===== src/rtl/sensor_event_logger.sv =====
// sensor_event_logger: timestamps each rising edge of the detector event,
// stores {timestamp, sample} in a small FIFO and lets software drain it over
// a Wishbone classic slave with a single-cycle ack. The interrupt fires on a
// fill watermark or on overflow.
module sensor_event_logger #(
  parameter int WIDTH = 16,
  parameter int DEPTH = 8
) (
  input  logic             clk,
  input  logic             rst_n,
  input  logic             cyc_i,
  input  logic             stb_i,
  input  logic             we_i,
  input  logic [3:0]       adr_i,
  input  logic [31:0]      dat_i,
  output logic [31:0]      dat_o,
  output logic             ack_o,
  output logic             irq_o,
  input  logic             event_i,
  input  logic [WIDTH-1:0] data_i
);

  localparam int PW = (DEPTH > 1) ? $clog2(DEPTH) : 1;
  localparam int CW = $clog2(DEPTH) + 1;

  localparam logic [3:0] ADR_CTRL   = 4'h0;
  localparam logic [3:0] ADR_STATUS = 4'h1;
  localparam logic [3:0] ADR_WM     = 4'h2;
  localparam logic [3:0] ADR_POP    = 4'h3;
  localparam logic [3:0] ADR_DROPS  = 4'h4;
  localparam logic [3:0] ADR_TIME   = 4'h5;

  // FIFO storage; contents are don't-care until written, so no reset
  logic [31:0] mem [DEPTH];

  // Architectural state
  logic          enable;
  logic          irq_en;
  logic [7:0]    wm;
  logic [CW-1:0] count;
  logic [PW-1:0] wr_ptr;
  logic [PW-1:0] rd_ptr;
  logic          overflow;
  logic [7:0]    drops;
  logic [15:0]   ts;
  logic          ev_q;

  // Next-state values
  logic          enable_next;
  logic          irq_en_next;
  logic [7:0]    wm_next;
  logic [CW-1:0] count_next;
  logic [PW-1:0] wr_ptr_next;
  logic [PW-1:0] rd_ptr_next;
  logic          overflow_next;
  logic [7:0]    drops_next;
  logic [7:0]    wm_eff_next;
  logic          irq_next;
  logic [31:0]   rdata;

  // Decoded strobes
  logic        acc;
  logic        wr_acc;
  logic        rd_acc;
  logic        empty;
  logic        full;
  logic        capture;
  logic        flush;
  logic        pop;
  logic        push_ok;
  logic        drop;
  logic [15:0] data_ext;

  assign data_ext = 16'(data_i);
  assign acc      = cyc_i & stb_i & ~ack_o;
  assign wr_acc   = acc & we_i;
  assign rd_acc   = acc & ~we_i;
  assign empty    = (count == '0);
  assign full     = (count == CW'(DEPTH));
  assign capture  = event_i & ~ev_q & enable;
  assign flush    = wr_acc & (adr_i == ADR_CTRL) & dat_i[2];
  assign pop      = rd_acc & (adr_i == ADR_POP) & ~empty;
  // A pop in the same cycle frees a slot first, so a full FIFO still accepts
  assign push_ok  = capture & ~flush & (~full | pop);
  assign drop     = capture & ~flush & full & ~pop;

  // Compute post-update register, FIFO and interrupt values
  always_comb begin
    enable_next   = enable;
    irq_en_next   = irq_en;
    wm_next       = wm;
    count_next    = count;
    wr_ptr_next   = wr_ptr;
    rd_ptr_next   = rd_ptr;
    overflow_next = overflow;
    drops_next    = drops;

    if (wr_acc && adr_i == ADR_CTRL) begin
      enable_next = dat_i[0];
      irq_en_next = dat_i[1];
    end
    if (wr_acc && adr_i == ADR_WM) begin
      wm_next = dat_i[7:0];
    end

    if (flush) begin
      count_next  = '0;
      wr_ptr_next = '0;
      rd_ptr_next = '0;
    end else begin
      if (push_ok) wr_ptr_next = wr_ptr + PW'(1);
      if (pop)     rd_ptr_next = rd_ptr + PW'(1);
      case ({push_ok, pop})
        2'b10:   count_next = count + CW'(1);
        2'b01:   count_next = count - CW'(1);
        default: count_next = count;
      endcase
    end

    // A drop in the same cycle as the W1C keeps the flag set
    if (wr_acc && adr_i == ADR_STATUS && dat_i[10]) overflow_next = 1'b0;
    if (drop) overflow_next = 1'b1;

    if (wr_acc && adr_i == ADR_DROPS) begin
      drops_next = 8'd0;
    end else if (drop && drops != 8'hFF) begin
      drops_next = drops + 8'd1;
    end

    if (wm_next == 8'd0) begin
      wm_eff_next = 8'd1;
    end else if (wm_next > 8'(DEPTH)) begin
      wm_eff_next = 8'(DEPTH);
    end else begin
      wm_eff_next = wm_next;
    end

    irq_next = irq_en_next & ((8'(count_next) >= wm_eff_next) | overflow_next);
  end

  // Read data mux, sampled into dat_o at the accepting edge
  always_comb begin
    rdata = 32'd0;
    case (adr_i)
      ADR_CTRL:   rdata = {30'd0, irq_en, enable};
      ADR_STATUS: rdata = {21'd0, overflow, full, empty, 8'(count)};
      ADR_WM:     rdata = {24'd0, wm};
      ADR_POP:    rdata = empty ? 32'd0 : mem[rd_ptr];
      ADR_DROPS:  rdata = {24'd0, drops};
      ADR_TIME:   rdata = {16'd0, ts};
      default:    rdata = 32'd0;
    endcase
  end

  // State, bus handshake and interrupt registers
  always_ff @(posedge clk or negedge rst_n) begin
    if (!rst_n) begin
      enable   <= 1'b0;
      irq_en   <= 1'b0;
      wm       <= 8'd1;
      count    <= '0;
      wr_ptr   <= '0;
      rd_ptr   <= '0;
      overflow <= 1'b0;
      drops    <= 8'd0;
      ts       <= 16'd0;
      ev_q     <= 1'b0;
      ack_o    <= 1'b0;
      dat_o    <= 32'd0;
      irq_o    <= 1'b0;
    end else begin
      enable   <= enable_next;
      irq_en   <= irq_en_next;
      wm       <= wm_next;
      count    <= count_next;
      wr_ptr   <= wr_ptr_next;
      rd_ptr   <= rd_ptr_next;
      overflow <= overflow_next;
      drops    <= drops_next;
      ts       <= ts + 16'd1;
      ev_q     <= event_i;
      ack_o    <= acc;
      dat_o    <= rd_acc ? rdata : 32'd0;
      irq_o    <= irq_next;
    end
  end

  // FIFO write port: entry holds the timestamp and sample seen at the edge
  always_ff @(posedge clk) begin
    if (push_ok) begin
      mem[wr_ptr] <= {ts, data_ext};
    end
  end

endmodule


===== config.mk =====
export PLATFORM = sky130hd
export DESIGN_NAME = sensor_event_logger
export DESIGN_NICKNAME = d
export VERILOG_FILES = /design/src/rtl/sensor_event_logger.sv
export SDC_FILE = /design/constraint.sdc
export NUM_CORES = 1
export LEC_CHECK = 0
export CORE_MARGIN = 5
export CORE_UTILIZATION = 35
export CTS_BUF_LIST = sky130_fd_sc_hd__clkbuf_8
export CTS_CLUSTER_SIZE = 12
export DETAILED_ROUTE_END_ITERATION = 8
export DONT_BUFFER_PORTS = 1
export HOLD_SLACK_MARGIN = 0.06
export PLACE_DENSITY_LB_ADDON = 0.3
export SLEW_MARGIN = 25
export SYNTH_ARGS = -nofsm -noshare
export SYNTH_HDL_FRONTEND = slang
export SYNTH_SLANG_ARGS = --single-unit

===== constraint.sdc =====
create_clock -name clk -period 3.85 [get_ports clk]
set_input_delay 0.5775 -clock clk [delete_from_list [all_inputs] [get_ports clk]]
set_output_delay 0.5775 -clock clk [all_outputs]
set_load 0.03 [all_outputs]

==> impl_metrics.tcl <==
set metrics [dict create \
    netlist.top_cell.by_area "edfxtp_1" \
    skew_ns 0.0178 \
    cts.sinks 336 \
    postCtsHoldBufs 21 \
    peakVddDrop_mv 0.287 \
    timing.rr.start "count[2]" \
    dpl.cell_count 1224 \
    crit_start "count[2]" \
    async_flop_share_pct 23.8 \
    regToRegEndpoint "irq_o" \
    dieWidth_um 205 \
    vias_per_cell 4.95 \
    hold_violations 0 \
    syn_inst 721 \
    root_buffer "clkbuf_8" \
    syn_nets 788 \
    cap_violations 0 \
    endpoint "irq_o" \
    p_leak_nw 5.28 \
    synth_top_area_share_pct 58.0 \
    hold_class "in2reg" \
    clock_latency_ns 0.60 \
    critPathCaptureType "flip-flop" \
    grt_max_degree 81 \
    fin_tns_setup_ns 0 \
    worst_path_largest_cell_delay_ns 0.62 \
    core_area_mm2 0.0375 \
    synth_area_mm2 0.0132 \
    drt_iter0_markers 487 \
    grt_usage_pct 13.7 \
    yosysSeqAreaShare_pct 73.2 \
    cellPowerDensity_mw_per_mm2 496 \
    critical_path_class "reg2reg" \
    crit_chain "or4_1 -> nand3_2 -> nor2_1 -> xor2_1 -> ha_1 -> or4_1 -> a211o_1 -> nand2_1 -> ha_1 -> o21ai_0 -> a21oi_1 -> o31a_1" \
    gp_congestion 0.816 \
    layout_commonest_cell "edfxtp_1" \
    min_period_ns 3.33 \
    critPathArrivalTime_ns 3.80 \
    die_h_um 205 \
    die-area_mm2 0.0418 \
    relSlewSlack_pct 46.9 \
    tightest_slew_ns 0.796 \
    ys_seq_elements 336 \
    crit_required_ns 4.32 \
    fin_ws_ns 0.521 \
    yosysWarnings 0 \
    r2r_slack_ns 0.52 \
    clkPwrFrac_pct 41.3 \
    combPwrFrac_pct 6.0 \
    slew_viol_final 0 \
    synth.distinct_cells 55 \
    reg2regPathDepth 12 \
    grt_pass1_wl_mm 43.7 \
    cts_max_path_buffers 3 \
    layout_common_cells "edfxtp_1, dfrtp_1, clkbuf_8, mux4_2, nor2_1" \
    place_ws_ns 0.534 \
    start_util_pct 35.3 \
    rsz0062_at_grt "false" \
    setup_viol 0 \
    ioPinCount 92 \
    port_buffers 0 \
    layout.nets 858 \
    cts_tree "yes" \
    hpwlAfterDp_mm 16.6 \
    post_drt_wl_per_cell_um 21.1 \
    area_growth_pct 16.8 \
    status "completed" \
    num_vias 6673 \
    swShare_pct 22.8 \
    h-tree-depth 2 \
    crit_path_start_kind "flip-flop" \
    crit_slowest_cell "or4_1" \
    seqPwrFrac_pct 52.7 \
    dr.pass1.iters 5 \
    rows 71 \
    timing.final.crit_share_pct 86.5 \
    cts_resized 0 \
    layout-drive-gt1-share_pct 24.0 \
    max_freq_mhz 300 \
    p_int_mw 5.93 \
    drc 0 \
    clk_pin_slew_ns 0.06 \
    grt_pass1_vias 7132 \
    cts_buffers 55 \
    post_cts_buffers 0 \
    fin_hold_ws_ns 0.135 \
    totalWireLength_mm 28.5 \
    synthTopCellsByArea "edfxtp_1, dfrtp_1, mux4_2" \
    antenna_found_initial 1 \
    layout.cells.non_filler 1349 \
    antenna_left 0 \
    ys.flop_type "edfxtp_1" \
    synth_edf_count 256 \
    worst-path-max-fanout 8 \
    avgSynthCellArea_um2 18.4 \
    p_switching_mw 1.75 \
    globalRouteOverflowTotal 0 \
]
-- layout make-up --
cell class | count | area [um^2]
fill | 3439 | 22000
sequential | 336 | 9700
multi-input combinational | 347 | 3460
clock buffer | 69 | 950
tap | 511 | 639
timing repair buffer | 45 | 508
clock inverter | 34 | 200
inverter | 6 | 22.5
antenna | 1 | 2.50
-- sequential cells by signal, summed over array words and instances (netlist names) --
register,count
mem,256
overflow,1
ack_o,1
wm,8
enable,1
irq_o,1
dat_o,32
count,4
wr_ptr,3
rd_ptr,3
drops,8
ev_q,1
irq_en,1
ts,16
-- power groups by stage --
stage	sequential, mW	combinational, mW	clock, mW
4_1_cts	4.05	0.472	3.27
3_5_place_dp	4.13	0.415	0
3_3_place_gp	4.12	0.413	0
2_1_floorplan	4.07	0.359	0
5_1_grt	4.06	0.514	3.43
6_report	4.05	0.460	3.17
-- stage by stage --
step	area [um^2]	util, %	power (mW)
6_report	15500	41.3	7.68
5_1_grt	15500	41.3	8.01
4_1_cts	15500	41.3	7.80
3_5_place_dp	14100	37.6	4.54
3_3_place_gp	14100	37.6	4.54
2_1_floorplan	13300	-	4.43
-- cell usage after synthesis (4+ instances only) --
library cell and instances:
dfrtp_1 79, nor3_1 5, a22oi_1 6, buf_2 8
mux2_2 9, ha_1 9, mux4_2 64, and3_1 9
nand3_1 16, nand4_1 7, xor2_1 11, buf_1 7
nand2_1 35, clkbuf_1 15, mux2i_1 28, a21oi_1 10
a31oi_1 9, or4_1 4, xnor2_1 15, and2_1 6
inv_1 6, nor2_1 44, edfxtp_1 256, nand3b_1 4
a222oi_1 7, o21ai_0 12
-- worst max-delay path: cells and delay by family, from the launching register on --
kind | cells | cell delay [ns]
AND/OR/NAND/NOR | 5 | 1.41
AO/OA/AOI/OAI | 4 | 0.76
flip-flops | 1 | 0.47
adder cells (fa/ha/maj) | 2 | 0.43
XOR/XNOR | 1 | 0.15
-- cell families after synthesis --
| group | Yosys count | share of synthesized area [%] |
|---|---|---|
| compound gates | 60 | 3.24 |
| xor+xnor | 26 | 1.72 |
| fa+ha+maj | 9 | 0.850 |
| buf+inv | 38 | 1.24 |
| flops | 336 | 73.2 |
| mux | 101 | 13.8 |
| simple gates | 151 | 6.04 |
-- metal layers --
| layer | part of all wire [%] | wire (um) | GRT usage, % |
|---|---|---|---|
| met1 | 44 | 12600 | 18.5 |
| met2 | 49 | 13900 | 22.4 |
| met3 | 4.7 | 1330 | 3.02 |
| met4 | 2.3 | 654 | 4.19 |
| met5 | 0 | 0 | 0 |
-- worst min-delay path by stage --
stage	startpoint	depth (start not counted)	slack (ns)	endpoint
detailed placement	rst_n	0	0.28	dat_o[29]
finish	dat_i[1]	2	0.13	wm[1]
floorplan	rst_n	0	0.28	ack_o
global route	dat_i[0]	1	0.1	enable
global placement	rst_n	0	0.29	dat_o[29]
CTS	dat_i[1]	2	0.09	wm[1]
Note: power is estimated with default switching activity, not from simulation.
